[src/rtl/bancoreg_sequencer.sv]
// Self-test initiator for the Bancoreg register bank: writes a descending
// pattern into every register, reads pairs back through both read ports
// and reports pass/fail, first failing address and mismatch count.
module bancoreg_sequencer #(
  parameter int ADDR_W   = 3,
  parameter int DATA_W   = 4,
  parameter int SEED     = 15,
  parameter int READ_LAT = 1
) (
  input  logic              clk,
  input  logic              rst,
  input  logic              start,
  input  logic [DATA_W-1:0] datOutRa,
  input  logic [DATA_W-1:0] datOutRb,
  output logic [ADDR_W-1:0] addrRa,
  output logic [ADDR_W-1:0] addrRb,
  output logic [ADDR_W-1:0] addrW,
  output logic [DATA_W-1:0] datW,
  output logic              RegWrite,
  output logic              busy,
  output logic              done,
  output logic              error,
  output logic [ADDR_W-1:0] err_addr,
  output logic [ADDR_W:0]   mism_cnt
);
  localparam int N = 2**ADDR_W;
  localparam logic [ADDR_W-1:0] LAST      = ADDR_W'(N-1);
  localparam logic [ADDR_W-1:0] HALF_LAST = ADDR_W'(N/2-1);
  localparam logic [DATA_W-1:0] SEED_V    = DATA_W'(SEED);
  // RD_WAIT lasts READ_LAT-1 cycles; counter runs 0..READ_LAT-2
  localparam logic [1:0]        WAIT_LAST = 2'(READ_LAT > 1 ? READ_LAT-2 : 0);
  localparam logic [ADDR_W+1:0] CNT_MAX   = (ADDR_W+2)'(N);

  typedef enum logic [2:0] {IDLE, WRITE, RD_SET, RD_WAIT, RD_CHK, DONE} state_t;

  state_t            state_q, state_d;
  logic [ADDR_W-1:0] idx_q, idx_d;     // write index i, then pair index p
  logic [1:0]        wcnt_q, wcnt_d;
  logic              armed_q, armed_d; // start must drop before it can relaunch

  logic [ADDR_W-1:0] ra_d, rb_d, aw_d, ea_d;
  logic [DATA_W-1:0] dw_d;
  logic              we_d, busy_d, done_d, err_d;
  logic [ADDR_W:0]   cnt_d;
  logic              launch, check_now, miss_a, miss_b;
  logic [ADDR_W+1:0] cnt_sum;

  function automatic logic [DATA_W-1:0] pattern(input logic [ADDR_W-1:0] a);
    return SEED_V - DATA_W'(a);
  endfunction

  // Next-state and next-output logic; every output is registered below
  always_comb begin
    state_d = state_q;
    idx_d   = idx_q;
    wcnt_d  = wcnt_q;
    armed_d = armed_q | ~start;
    ra_d    = addrRa;
    rb_d    = addrRb;
    aw_d    = addrW;
    dw_d    = datW;
    we_d    = 1'b0;
    busy_d  = busy;
    done_d  = done;
    err_d   = error;
    ea_d    = err_addr;
    cnt_d   = mism_cnt;
    miss_a  = 1'b0;
    miss_b  = 1'b0;
    cnt_sum = '0;
    launch    = start && armed_q && (state_q == IDLE || state_q == DONE);
    check_now = (state_q == RD_CHK) || (state_q == RD_SET && READ_LAT == 0);

    case (state_q)
      IDLE, DONE: begin
        if (launch) begin
          state_d = WRITE;
          armed_d = 1'b0;
          busy_d  = 1'b1;
          done_d  = 1'b0;
          err_d   = 1'b0;
          ea_d    = '0;
          cnt_d   = '0;
          idx_d   = '0;
          we_d    = 1'b1;
          aw_d    = '0;
          dw_d    = pattern('0);
        end
      end
      WRITE: begin
        if (idx_q == LAST) begin
          state_d = RD_SET;
          idx_d   = '0;
          ra_d    = '0;
          rb_d    = LAST;
        end else begin
          idx_d = idx_q + 1'b1;
          we_d  = 1'b1;
          aw_d  = idx_q + 1'b1;
          dw_d  = pattern(idx_q + 1'b1);
        end
      end
      RD_SET: begin
        if (READ_LAT > 1) begin
          state_d = RD_WAIT;
          wcnt_d  = '0;
        end else if (READ_LAT == 1) begin
          state_d = RD_CHK;
        end
      end
      RD_WAIT: begin
        if (wcnt_q == WAIT_LAST) state_d = RD_CHK;
        else                     wcnt_d  = wcnt_q + 1'b1;
      end
      RD_CHK: ;
      default: state_d = IDLE;
    endcase

    // Pair check: shared by RD_CHK and the zero-latency RD_SET case
    if (check_now) begin
      miss_a  = datOutRa != pattern(addrRa);
      miss_b  = datOutRb != pattern(addrRb);
      cnt_sum = {1'b0, mism_cnt} + (ADDR_W+2)'(miss_a) + (ADDR_W+2)'(miss_b);
      cnt_d   = (cnt_sum > CNT_MAX) ? CNT_MAX[ADDR_W:0] : cnt_sum[ADDR_W:0];
      if (!error && (miss_a || miss_b)) begin
        err_d = 1'b1;
        ea_d  = miss_a ? addrRa : addrRb;  // port A wins a double first failure
      end
      if (idx_q == HALF_LAST) begin
        state_d = DONE;
        busy_d  = 1'b0;
        done_d  = 1'b1;
      end else begin
        state_d = RD_SET;
        idx_d   = idx_q + 1'b1;
        ra_d    = idx_q + 1'b1;
        rb_d    = LAST - idx_q - 1'b1;
      end
    end
  end

  // State and output registers; async reset also kills RegWrite at once
  always_ff @(posedge clk or posedge rst) begin
    if (rst) begin
      state_q  <= IDLE;
      idx_q    <= '0;
      wcnt_q   <= '0;
      armed_q  <= 1'b1;
      addrRa   <= '0;
      addrRb   <= '0;
      addrW    <= '0;
      datW     <= '0;
      RegWrite <= 1'b0;
      busy     <= 1'b0;
      done     <= 1'b0;
      error    <= 1'b0;
      err_addr <= '0;
      mism_cnt <= '0;
    end else begin
      state_q  <= state_d;
      idx_q    <= idx_d;
      wcnt_q   <= wcnt_d;
      armed_q  <= armed_d;
      addrRa   <= ra_d;
      addrRb   <= rb_d;
      addrW    <= aw_d;
      datW     <= dw_d;
      RegWrite <= we_d;
      busy     <= busy_d;
      done     <= done_d;
      error    <= err_d;
      err_addr <= ea_d;
      mism_cnt <= cnt_d;
    end
  end
endmodule

[config.mk]
export PLATFORM = sky130hd
export DESIGN_NAME = bancoreg_sequencer
export DESIGN_NICKNAME = d
export VERILOG_FILES = /design/src/rtl/bancoreg_sequencer.sv
export SDC_FILE = /design/constraint.sdc
export NUM_CORES = 1
export LEC_CHECK = 0
export CORE_UTILIZATION = 54
export DETAILED_ROUTE_END_ITERATION = 16
export PLACE_DENSITY_LB_ADDON = 0.25
export SYNTH_ARGS = -nofsm -noshare
export SYNTH_HDL_FRONTEND = slang
export SYNTH_SLANG_ARGS = --single-unit
[constraint.sdc]
create_clock -name clk -period 6.1 [get_ports clk]
set_clock_uncertainty 0.15 [all_clocks]
set_input_delay 0.915 -clock clk [delete_from_list [all_inputs] [get_ports clk]]
set_output_delay 0.915 -clock clk [all_outputs]
set_load 0.01 [all_outputs]
; ---- Word-level counts from Yosys, hierarchy flattened
; Index checks and enable logic that the tools add are counted.
[totals]
inputBits = 11
ff_bits = 33
elab_cells = 108
output_inout_bits = 24
[classes]
n_mux = 51
n_reduce_logical = 16
n_eq_ne = 14
bitwise_logic = 3
n_addsub = 9
n_lt_le_gt_ge = 1
[op_table]
columns = cell, n
row1 = 2-to-1 mux 3 bit, 24
row2 = 2-to-1 mux 4 bit, 6
row3 = 2-to-1 mux 1 bit, 16
row4 = one-hot mux 3 bit (2 select lines), 2
row5 = one-hot mux 3 bit (4 select lines), 1
row6 = "subtractor 4 x 3 -> 4 bit, first input constant", 3
row7 = "== test 3 x 2 -> 1 bit, second input constant", 3
row8 = "== test 3 bit, second input constant", 3
row9 = "!= test 3 bit, second input constant", 3
row10 = != test 4 bit, 2
row11 = one-hot mux 4 bit (2 select lines), 1
row12 = AND reduction 3 bit, 2
row13 = nonzero test 2 bit, 3
row14 = adder 4 x 1 -> 5 bit, 1
row15 = adder 5 x 1 -> 5 bit, 1
row16 = "> comparator 5 x 4 -> 1 bit, second input constant", 1
row17 = "!= test 2 bit, second input constant", 2
row18 = AND reduction 2 bit, 2
row19 = "adder 3 x 1 -> 3 bit, second input constant", 1
row20 = "== test 3 x 1 -> 1 bit, second input constant", 1
row21 = logical AND 1 bit, 3
row22 = zero test 3 bit, 1
row23 = "subtractor 3 x 1 -> 3 bit, second input constant", 1
row24 = "subtractor 3 bit, first input constant", 1
row25 = other kinds (8), 10

; ---- Longest topological paths before layout
[depth]
depth_word = 7
depth_mapped = 10
ltp_nobuf = 9

; ---- Least setup slack after synthesis
; No wires, ideal clock.
[synth_timing]
path_type = input to register
start = input port datOutRa[1]
end = register mism_cnt[1]
slack_ns = 3.358
t_arrival_ns = 2.471
required_time_ns = 5.828
cell_stages = 9
setup_ns = 0.122
n_path_buf = 1
path_cell_list = xor2_1 -> and4_1 -> buf_2 -> fa_1 -> inv_1 -> ha_1 -> nand2b_1 -> mux2i_1 -> a32o_1
[synth_via]
elab_chain_cells = 6
[synth_rtl]
columns = element, line
row1 = from (decl), 13  ; input logic [DATA_W-1:0] datOutRa,
row2 = != test 4 bit *, 121  ; miss_a = datOutRa != pattern(addrRa);
row3 = adder 4 x 1 -> 5 bit *, 123  ; cnt_sum = {1'b0, mism_cnt} + (ADDR_W+2)'(miss_a) + (ADDR_W+2)'(miss_b);
row4 = adder 5 x 1 -> 5 bit *, 123
row5 = > comparator 5 x 4 -> 1 bit, 124  ; cnt_d = (cnt_sum > CNT_MAX) ? CNT_MAX[ADDR_W:0] : cnt_sum[ADDR_W:0];
row6 = 2-to-1 mux 4 bit *, 124
row7 = 2-to-1 mux 4 bit *, 120  ; if (check_now) begin
row8 = to (signal assigned), 173  ; mism_cnt <= cnt_d;
row9 = to (decl), 24  ; output logic [ADDR_W:0] mism_cnt
; Every way passes the cells marked *; elsewhere a longest branch is shown, timed or not.
; A chain may end at the register's enable or synchronous reset.

; ---- Worst setup path after layout
[layout_timing]
start = input port datOutRa[0]
end = register mism_cnt[0]
; Same word-level chain as after synthesis.

==> impl_metrics.csv <==
group,metric,value,unit
grt,grt_pass1_wl,5950,um
pwr,power_density,431,nW/um^2
timing,period_share,49.3,%
finish,final_common_cell,"clkdlybuf4s50_1",
pwr,power_frac_comb,46.9,%
worst_setup_path,r2r_end,"mism_cnt[0]",
timing,rsz0062_at_grt,"false",
logic_synthesis,synth_top_area_share,47.3,%
timing,finalSetupViolCount,0,
run,cap_violations,0,
worst_setup_path,crit_path_top_delay_cell,"clkdlybuf4s50_1",
timing,tightest_slew,495,ps
grt,antenna_found_initial,0,
die,core,2850,um^2
grt,first_global_vias,1261,
pwr,switching_power,346,uW
clock_network,hold_buffers,0,
logic_synthesis,synthFlopType,"dfrtp_1",
logic_synthesis,seq_area_frac_synth,48.8,%
placement,dp_hpwl,2690,um
clock_network,clkSlewWorstSetupHoldPaths,100,ps
pwr,p_leak,0.000893,uW
finish,layout-drive-gt1-share,12.3,%
finish,postLayoutCellArea,2090,um^2
logic_synthesis,synth_area,1690,um^2
placement,post_dp_cell_area,2040,um^2
placement,place_ws,2740,ps
detailed_routing,ant_nets,0,
clock_network,insertion_delay,330,ps
worst_setup_path,worst-path-max-fanout,5,
die,design.portCount,35,
detailed_routing,num_vias,1248,
finish,num_antenna_cells,0,
pwr,power.share.sequential,39.9,%
clock_network,clock_path_buffers,2,
detailed_routing,drc,1,
clock_network,h-tree-depth,2,
grt,grt-ovfl-total,0,
clock_network,ctsResizeCount,0,
logic_synthesis,syn_inst,150,
logic_synthesis,synth_nets,167,
detailed_routing,drt_iter0_markers,47,
timing,finalSetupTns,0,ps
worst_setup_path,cp.buffers_inverters,2,
run_status,violations,"design-rule violations",
worst_setup_path,rr_startpoint,"addrRa[0]",
grt,grt.total_usage,24.2,%
pwr,finalPower,900,uW
logic_synthesis,ys_top_cells_by_area,"dfrtp_1 (47%), mux2i_1 (4.1%), nand2_1 (3.8%), ha_1 (3.7%), xor2_1 (3.1%)",
worst_setup_path,slowest_delay,480,ps
worst_setup_path,path_cells,"clkdlybuf4s50_1, xor2_1, and4_1, fa_1, inv_1, ha_1, nand2b_1, mux2i_1, nand2_1, o2bb2ai_1",
logic_synthesis,syn_area_per_cell,11.3,um^2
detailed_routing,first_pass_iters,10,
die,die_h,58.0,um
logic_synthesis,yosys.area.top_type,"dfrtp_1",
pwr,p_sw_share,38.4,%
logic_synthesis,synth_cell_type_count,49,
detailed_routing,drt_wl_total,3520,um
timing,timing.final.ws_setup,3090,ps
worst_setup_path,crit_path_end,"mism_cnt[0]",
timing,finalMaxSlewViolations,0,
placement,gp_congestion,0.786,
logic_synthesis,yosys_warnings,0,
logic_synthesis,synth_edf_count,0,
die,die_w,58.0,um
worst_setup_path,end_kind,"flip-flop",
die,start_util,59.4,%
logic_synthesis,synthArstFlopShare,100,%
pwr,internal-power,554,uW
clock_network,cts_buffers,5,
timing,max_freq,0.333,GHz
clock_network,cts_root_buf,"clkbuf_4",
finish,layout_common_cells,"clkdlybuf4s50_1 (34), dfrtp_1 (32), nand2_1 (17)",
worst_setup_path,required,6210,ps
clock_network,cts_num_sinks,33,
hold_path,hold_class,"flip-flop to flip-flop",
finish,layout.cells.non_filler,218,
detailed_routing,wl_per_cell,16.1,um
worst_setup_path,critPathLaunch,"datOutRa[0]",
grt,grt_max_degree,34,
finish,finalNetCount,203,
worst_setup_path,crit_cells,10,
worst_setup_path,r2r_slack,3700,ps
placement,port_buffers,34,
clock_network,cts_setup_buffers,0,
pwr,ir_drop,0.307,mV
worst_setup_path,crit_arrival,3120,ps
timing,hold_viol_final,0,
timing,finalCriticalPeriod,3010,ps
timing,slew_headroom,67.0,%
logic_synthesis,ys_ff_latch,33,
die,rows,19,
worst_setup_path,crit_family,"simple AND/OR/NAND/NOR gates",
worst_setup_path,worstSetupPathType,"input port to flip-flop",
clock_network,cts_tree,"yes",
placement,dp_cells,210,
run_status,status,"finished, violations left",
detailed_routing,viasPerCell,5.72,
worst_setup_path,rr_worst_depth,9,
pwr,p_clk_share,13.2,%
finish,syn_to_final_growth,23.4,%
die,die-area,3370,um^2
worst_setup_path,startpoint_type,"input port",
-- cell usage after synthesis, types with 3 or more instances --
| library cell | instances |
|---|---|
| buf_2 | 3 |
| nor2_1 | 9 |
| ha_1 | 5 |
| mux2i_1 | 7 |
| xor2_1 | 6 |
| a21oi_1 | 3 |
| inv_1 | 7 |
| o21a_1 | 3 |
| a22o_1 | 4 |
| nor3_1 | 3 |
| dfrtp_1 | 32 |
| nand2b_1 | 3 |
| nand2_1 | 17 |
| a21o_1 | 4 |
-- worst min-delay path by stage --
| stage | startpoint | to | cells after the start |
|---|---|---|---|
| floorplan | armed_q | armed_q | 2 |
| global placement | datW[3] | datW[3] | 1 |
| detailed placement | done | done | 2 |
| CTS | done | done | 2 |
| global route | datW[3] | datW[3] | 1 |
| finish | done | done | 2 |
-- state kept, by name, summed over array words and instances, names as in the netlist, 2 cells and up --
name      cells
addrRa        3
addrRb        3
addrW         3
datW          4
err_addr      3
idx_q         3
mism_cnt      4
state_q       3
wcnt_q        2
-- per-stage QoR --
| step | utilization (%) | hold WS, ps |
|---|---|---|
| after floorplan | - | 314 |
| after global placement | 71.4 | 309 |
| after detailed placement | 71.4 | 320 |
| after CTS | 73.3 | 346 |
| after global routing | 73.3 | 372 |
| final | 73.3 | 336 |
-- area by class of cell --
type	instances	area, um^2
inverter	8	30.0
sequential	33	827
multi-input combinational	103	792
clock inverter	3	17.5
tap	31	38.8
timing repair buffer	35	348
clock buffer	5	37.5
fill	201	762
-- power by group through the flow --
stage / logic (uW) / clock network [uW] / registers [uW]
after floorplan: 273 / 0 / 358
after global placement: 405 / 0 / 357
after detailed placement: 425 / 0 / 362
after CTS: 426 / 123 / 359
after global routing: 464 / 130 / 370
final: 422 / 119 / 359
-- tightest hold or removal path, cell delays in order (launching register included) --
cell	delay, ps
dfrtp_1	360
nand2_1	50
nand2_1	50
-- routing by layer --
| layer | wire length [um] | track usage (%) |
|---|---|---|
| met4 | 53 | 11.2 |
| met1 | 1440 | 28.6 |
| met5 | 0 | 0 |
| met3 | 144 | 4.69 |
| met2 | 1870 | 42.5 |
-- kinds of logic after synthesis --
group	synth area share, %
AOI/OAI and AO/OA	14.0
xor gates and xnor gates	3.62
adders and majority gates	4.87
buffers and inverters	4.43
DFF	48.8
muxes	5.47
and+or+nand+nor	18.8
Power figures use the tool's default switching activity.
